## src/rtl/k_update_ctrl.sv

```systemverilog
// Coefficient update controller: update_k = sat16(k - ((eta * delta) >>> 10)) in Q6.10,
// sequenced as IDLE -> MUL -> SUB -> DONE with a one-cycle update_coeff strobe.
module k_update_ctrl (
    input  logic        clk,
    input  logic        rst,
    input  logic        start,
    input  logic        load_init,
    input  logic [15:0] init_k,
    input  logic [15:0] k_in,
    input  logic [15:0] delta,
    input  logic [15:0] eta,
    output logic [15:0] update_k,
    output logic        update_coeff,
    output logic        busy,
    output logic        sat,
    output logic [1:0]  dbg_state
);

    typedef enum logic [1:0] {
        IDLE = 2'd0,
        MUL  = 2'd1,
        SUB  = 2'd2,
        DONE = 2'd3
    } state_t;

    state_t state;
    state_t state_next;

    logic signed [15:0] k_cap;
    logic signed [15:0] delta_cap;
    logic signed [15:0] eta_cap;
    logic signed [31:0] product;

    logic signed [21:0] step;
    logic signed [22:0] diff;
    logic        [15:0] sat_val;
    logic               sat_flag;

    // Handshake: start and load_init are sampled only in IDLE; load_init wins
    // over start, and anything arriving while busy is dropped, never queued.
    always_comb begin
        state_next = state;
        case (state)
            IDLE:    if (start && !load_init) state_next = MUL;
            MUL:     state_next = SUB;
            SUB:     state_next = DONE;
            DONE:    state_next = IDLE;
            default: state_next = IDLE;
        endcase
    end

    // Dropping the low 10 bits of a two's complement value is a floor shift.
    always_comb begin
        step     = product[31:10];
        diff     = {{7{k_cap[15]}}, k_cap} - {step[21], step};
        sat_val  = diff[15:0];
        sat_flag = 1'b0;
        if (!diff[22] && (diff[21:15] != 7'h00)) begin
            sat_val  = 16'h7FFF;
            sat_flag = 1'b1;
        end else if (diff[22] && (diff[21:15] != 7'h7F)) begin
            sat_val  = 16'h8000;
            sat_flag = 1'b1;
        end
    end

    always_ff @(posedge clk or posedge rst) begin
        if (rst) begin
            state     <= IDLE;
            k_cap     <= '0;
            delta_cap <= '0;
            eta_cap   <= '0;
            product   <= '0;
            update_k  <= '0;
            sat       <= 1'b0;
        end else begin
            state <= state_next;
            case (state)
                IDLE: begin
                    if (load_init) begin
                        update_k <= init_k;
                    end else if (start) begin
                        k_cap     <= k_in;
                        delta_cap <= delta;
                        eta_cap   <= eta;
                        sat       <= 1'b0;
                    end
                end
                MUL: product <= 32'(eta_cap) * 32'(delta_cap);
                SUB: begin
                    update_k <= sat_val;
                    sat      <= sat_flag;
                end
                default: ;
            endcase
        end
    end

    // Decoded straight from the state register so reset clears them at once.
    assign update_coeff = (state == DONE);
    assign busy         = (state != IDLE);
    assign dbg_state    = state;

endmodule

```

## config.mk

```make
export PLATFORM = sky130hd
export DESIGN_NAME = k_update_ctrl
export DESIGN_NICKNAME = d
export VERILOG_FILES = /design/src/rtl/k_update_ctrl.sv
export SDC_FILE = /design/constraint.sdc
export NUM_CORES = 1
export LEC_CHECK = 0
export ABC_CLOCK_PERIOD_IN_PS = 11800
export CAP_MARGIN = 20
export CORE_ASPECT_RATIO = 1.1
export CORE_MARGIN = 5
export CORE_UTILIZATION = 45
export DETAILED_ROUTE_END_ITERATION = 8
export PLACE_DENSITY = 0.75
export SYNTH_ARGS = -nofsm -noshare
export SYNTH_HDL_FRONTEND = slang
export SYNTH_SLANG_ARGS = --single-unit
```

## constraint.sdc

```tcl
create_clock -name clk -period 11.8 [get_ports clk]
set_input_delay 1.77 -clock clk [delete_from_list [all_inputs] [get_ports clk]]
set_output_delay 1.77 -clock clk [all_outputs]
set_load 0.01 [all_outputs]
```

After elaboration in Yosys (flattened, before gate mapping)
Index checks and enable logic that the tools add are counted.
{ "word_totals": {"latchBits": 0, "romBits": 0, "input_bits": 68, "reg_bits": 99, "elab_cells": 41, "ram_bits": 0, "mem_count": 0} }
{ "op_classes": {"eq_ne": 8, "div_mod_pow": 0, "multipliers": 1, "muxes": 11, "add_sub_neg": 1, "bitwise_logic": 1, "magnitude_cmp": 0, "n_shift": 0, "reduce_logical": 12} }
{ "ops": {"columns": ["operator", "n"], "rows": [
  ["two-way mux 16 bit", 3],
  ["multiplier 16 x 16 -> 32 bit", 1],
  ["case mux 16 bit (2 select lines)", 1],
  ["subtractor 16 x 22 -> 23 bit", 1],
  ["!= test 2 bit (second input constant)", 4],
  ["case mux 2 bit (4 select lines)", 1],
  ["!= test 7 bit (second input constant)", 1],
  ["nonzero test 7 bit", 1],
  ["AND reduction 3 bit", 2],
  ["== test 2 bit (second input constant)", 2],
  ["two-way mux 1 bit", 4],
  ["nonzero test 2 bit", 2],
  ["logical AND 1 bit", 3],
  ["== test 2 x 1 -> 1 bit (second input constant)", 1],
  ["zero test 1 bit", 2],
  ["zero test 2 bit", 1],
  ["two-way mux 2 bit", 1],
  ["case mux 1 bit (2 select lines)", 1],
  ["AND reduction 2 bit", 1],
  ["NOT 1 bit", 1]
]} }

Longest topological paths before layout
{ "logic_depth": {"depth_word": 6, "mapped_depth": 24} }

Worst setup path before layout
OpenSTA, ideal clock, no wires.
{ "synth_path": {"path_type": "reg2reg", "from": "register eta_cap[14]", "to": "register product[29]", "n_path_buf": 1, "stages_incl_launch_ff": 23, "setup_ns": 0.131, "required_ns": 11.669, "t_arrival_ns": 5.799, "slack_ns": 5.869, "path_cell_list": "dfrtp_1 -> clkbuf_1 -> and2_1 -> fa_1 -> inv_1 -> fa_1 -> fa_1 -> inv_1 -> fa_1 -> fa_1 -> inv_1 -> fa_1 -> inv_1 -> ha_1 -> o21ai_0 -> a21oi_1 -> a221oi_1 -> o2111ai_1 -> nand3_1 -> nand3b_1 -> a41oi_1 -> xor2_1 -> mux2i_1"} }
{ "synth_between": {"elab_chain_len": 1} }
{ "synth_lines": {"columns": ["element", "line", "text"], "rows": [
  ["start: declaration", "31", "logic signed [15:0] eta_cap;"],
  ["start signal: assignment", "85", "eta_cap <= eta;"],
  ["multiplier 16 x 16 -> 32 bit", "89", "MUL: product <= 32'(eta_cap) * 32'(delta_cap);"],
  ["end signal: assignment", "89", null],
  ["end: declaration", "32", "logic signed [31:0] product;"]
]} }
No other way between the ends.
A chain may end at the register's enable or synchronous reset.

Worst setup path in the final report
{ "layout_path": {"from": "register delta_cap[1]", "to": "register product[31]"} }
{ "layout_between": {"elab_chain_len": 1} }
{ "layout_lines": {"columns": ["element", "line", "text"], "rows": [
  ["start: declaration", "30", "logic signed [15:0] delta_cap;"],
  ["start signal: assignment", "84", "delta_cap <= delta;"],
  ["multiplier 16 x 16 -> 32 bit", "89", null]
]} }
No other way between the ends.

==> run_results.csv <==
group,metric,value,unit
sta,hold_viol,0,
detailed_routing,first_pass_iters,5,
clock_tree,clk_path_buf_depth,2,
clock_tree,htreeDepth,3,
sta,setup_tns,0,ps
clock_tree,cts_root_buf,"clkbuf_16",
yosys,async_reset_ff_share,100.0,%
sta,clock_skew,15.20,ps
clock_tree,hold_buffers,0,
grt,antenna_found_initial,1,
setup_path,cp_max_fo,17,
min_path,worst_hold_path_type,"flop to flop",
floorplanning,die_y,198.0,um
clock_tree,cts_tree,"built",
setup_path,cp-start-kind,"flop",
floorplanning,die_x,180.9,um
finish,finalNetCount,2003,
yosys,yosysTopAreaCellShare,36.28,%
grt,grt_pass1_vias,11450,
clock_tree,cts_setup_buffers,0,
yosys,ys_ff_latch,89,
clock_tree,cts_buffers,9,
clock_tree,cts.sinks,89,
yosys,synth-edff-count,0,
yosys,ys_top_cells_by_area,"fa_1 (36%), dfrtp_1 (15%), ha_1 (9.1%)",
setup_path,critical_path_arrival,7010,ps
status,outcome,"complete, no violations",
detailed_routing,wl_per_cell,16.62,um
yosys,synthDistinctLibCells,57,
sta,worstMarginPinSlew,904.8,ps
yosys,ys.flop_type,"dfrtp_1",
floorplanning,start_util,45.80,%
yosys,synthCells,1519,
yosys,ys_warn_count,0,
grt,grt_overflow,0,
finish,layout-drive-gt1-share,6.039,%
detailed_routing,vias,10530,
yosys,synth.avg_cell_area,9.517,um2
sta,timing.final.crit_share,57.40,%
yosys,syn_area,14460,um2
floorplanning,rows,68,
sta,max_freq,147.6,MHz
sta,rsz0062_at_grt,"no",
detailed_routing,antenna_left,0,
sta,finalCriticalPeriod,6774,ps
run,cap_violations,0,
grt,grt_pass1_wl,56.23,mm
clock_tree,clock_latency,360,ps
yosys,synth_nets,1954,
sta,slew_headroom,39.47,%
detailed_routing,finalWirelength,33.14,mm
setup_path,critical_path_class,"flop to flop",
floorplanning,fp.dieArea,35810,um2
detailed_routing,dr.first_iter.drc_count,560,
setup_path,crit_required,12040,ps
grt,grt_max_degree,68,
setup_path,cp-end-kind,"flop",
sta,finalSetupViolCount,0,
yosys,yosys.area.top_type,"fa_1",
placed_design,port_buffers,88,
finish,synthToLayoutAreaGrowth,10.71,%
clock_tree,cts_resized,0,
grt,grtUsageTotal,19.26,%
placed_design,hpwl,26.70,mm
finish,seqCellArea,2227,um2
finish,n_fill_cell,2827,
detailed_routing,via_per_inst,5.280,
clock_tree,clk_pin_slew_worst_paths,80,ps
finish,multiInputGateArea,10720,um2
detailed_routing,drc_errors,0,
sta,final_max_slew_viol_count,0,
floorplanning,core_area,31570,um2
yosys,synth_seq_area_share,15.41,%
placed_design,gp_congestion,0.8525,
floorplanning,io_pins,89,
## placed cells by master (no fill, tap or decap), types with 5 or more instances in the layout
master / instances
o21ai_0: 32
dfrtp_1: 89
a21o_1: 11
a221oi_1: 6
nor3_1: 13
and3_1: 5
a211oi_1: 7
xor2_1: 20
inv_1: 344
ha_1: 105
a221oi_2: 9
mux2_2: 51
clkdlybuf4s50_1: 88
and2_1: 121
buf_4: 5
nand4_1: 6
nand2_2: 7
nand2_1: 155
xnor2_1: 24
nand3_1: 14
a31oi_1: 6
o2111ai_1: 5
a21oi_1: 34
o211ai_1: 5
nor2_1: 59
nor2b_1: 7
clkbuf_16: 9
nand2b_1: 9
fa_1: 262
mux2i_1: 9
## synth_stat cells (all sizes together) (2+ instances only)
master	count
a211o	3
and3	5
fa	262
nand3	14
a21o	11
and2	121
a2111o	2
inv	345
o311ai	2
nor2	59
nand2b	9
mux2	51
nand2	162
a41oi	2
a21oi	34
or2	2
o21bai	4
or3	3
o21a	4
o21ai	33
mux2i	9
a311o	3
clkbuf	48
a31oi	6
o311a	2
nor2b	7
a221oi	15
o221ai	4
ha	105
o211ai	5
buf	7
nand4	6
a311oi	2
o2111ai	5
a211oi	8
nor3	13
xor2	20
nand3b	4
xnor2	24
dfrtp	89
## logic make-up after synthesis
kind of cell,count (synthesis),synth area share (%)
XOR/XNOR,44,2.666
flip-flops,89,15.41
buffers and inverters,400,10.49
AO/OA/AOI/OAI,151,7.677
multiplexers,60,4.596
adder cells (fa/ha/maj),367,45.37
AND/OR/NAND/NOR,408,13.80
## cell type report
class | count | area share, %
clock inverters | 7 | 0.5785
repair buffers | 93 | 5.738
diodes | 1 | 0.01564
inverters | 345 | 8.107
flip-flops and latches | 89 | 13.92
multi-input cells | 1030 | 66.95
well taps | 420 | 3.284
clock buffers | 9 | 1.407
## critical path: stages (launching register included)
cell and delay [ps]:
dfrtp_1 620, nand2_1 220, inv_1 100, fa_1 790, fa_1 510, fa_1 510
fa_1 540, fa_1 500, inv_1 50, fa_1 470, inv_1 40, ha_1 340
nand2_1 90, a211oi_1 450, o2111ai_1 270, o2111ai_1 250, nand3_1 220, a31oi_1 290
a21oi_1 130, xnor2_1 160, a21oi_1 90
## flip-flops by register name (all words and copies together), names as in the netlist
signal	flops
delta_cap	16
eta_cap	16
sat	1
product	22
k_cap	16
update_k	16
dbg_state	2
## path summary, 6_finish.rpt
check	startpoint	to	slack (ps)	cells after the start
setup / recovery	delta_cap[1]	product[31]	5030	20
hold / removal	product[24]	product[24]	510	1
setup reg to reg	delta_cap[1]	product[31]	5030	20
hold reg to reg	product[24]	product[24]	510	1
max in group asynchronous	rst	sat	8850	3
min in group asynchronous	rst	k_cap[14]	1720	2
## metal layers
metal | vias up | routed length, um | track usage [%]
met4 | 0 | 997 | 6.835
li1 | 4775 | - | -
met3 | 67 | 1369 | 2.003
met2 | 256 | 17690 | 35.07
met5 | - | 0 | 0
met1 | 5431 | 13080 | 23.90
## metrics by stage
| stage | area [um2] | worst slack [ps] | hold WS, ps | cells | utilization, % |
|---|---|---|---|---|---|
| floorplan | 14460 | 5869 | 479.4 | 1519 | - |
| global placement | 15680 | 5291 | 493.5 | 1976 | 49.66 |
| detailed placement | 15680 | 5043 | 498.0 | 1977 | 49.69 |
| CTS | 16000 | 5011 | 515.0 | 1993 | 50.69 |
| global route | 16000 | 4684 | 530.8 | 1994 | 50.70 |
| finish | 16000 | 5026 | 513.6 | 1994 | 50.70 |
Power is not shown: default switching activity piles up to over one toggle a cycle in this logic, so the estimate is an artifact.
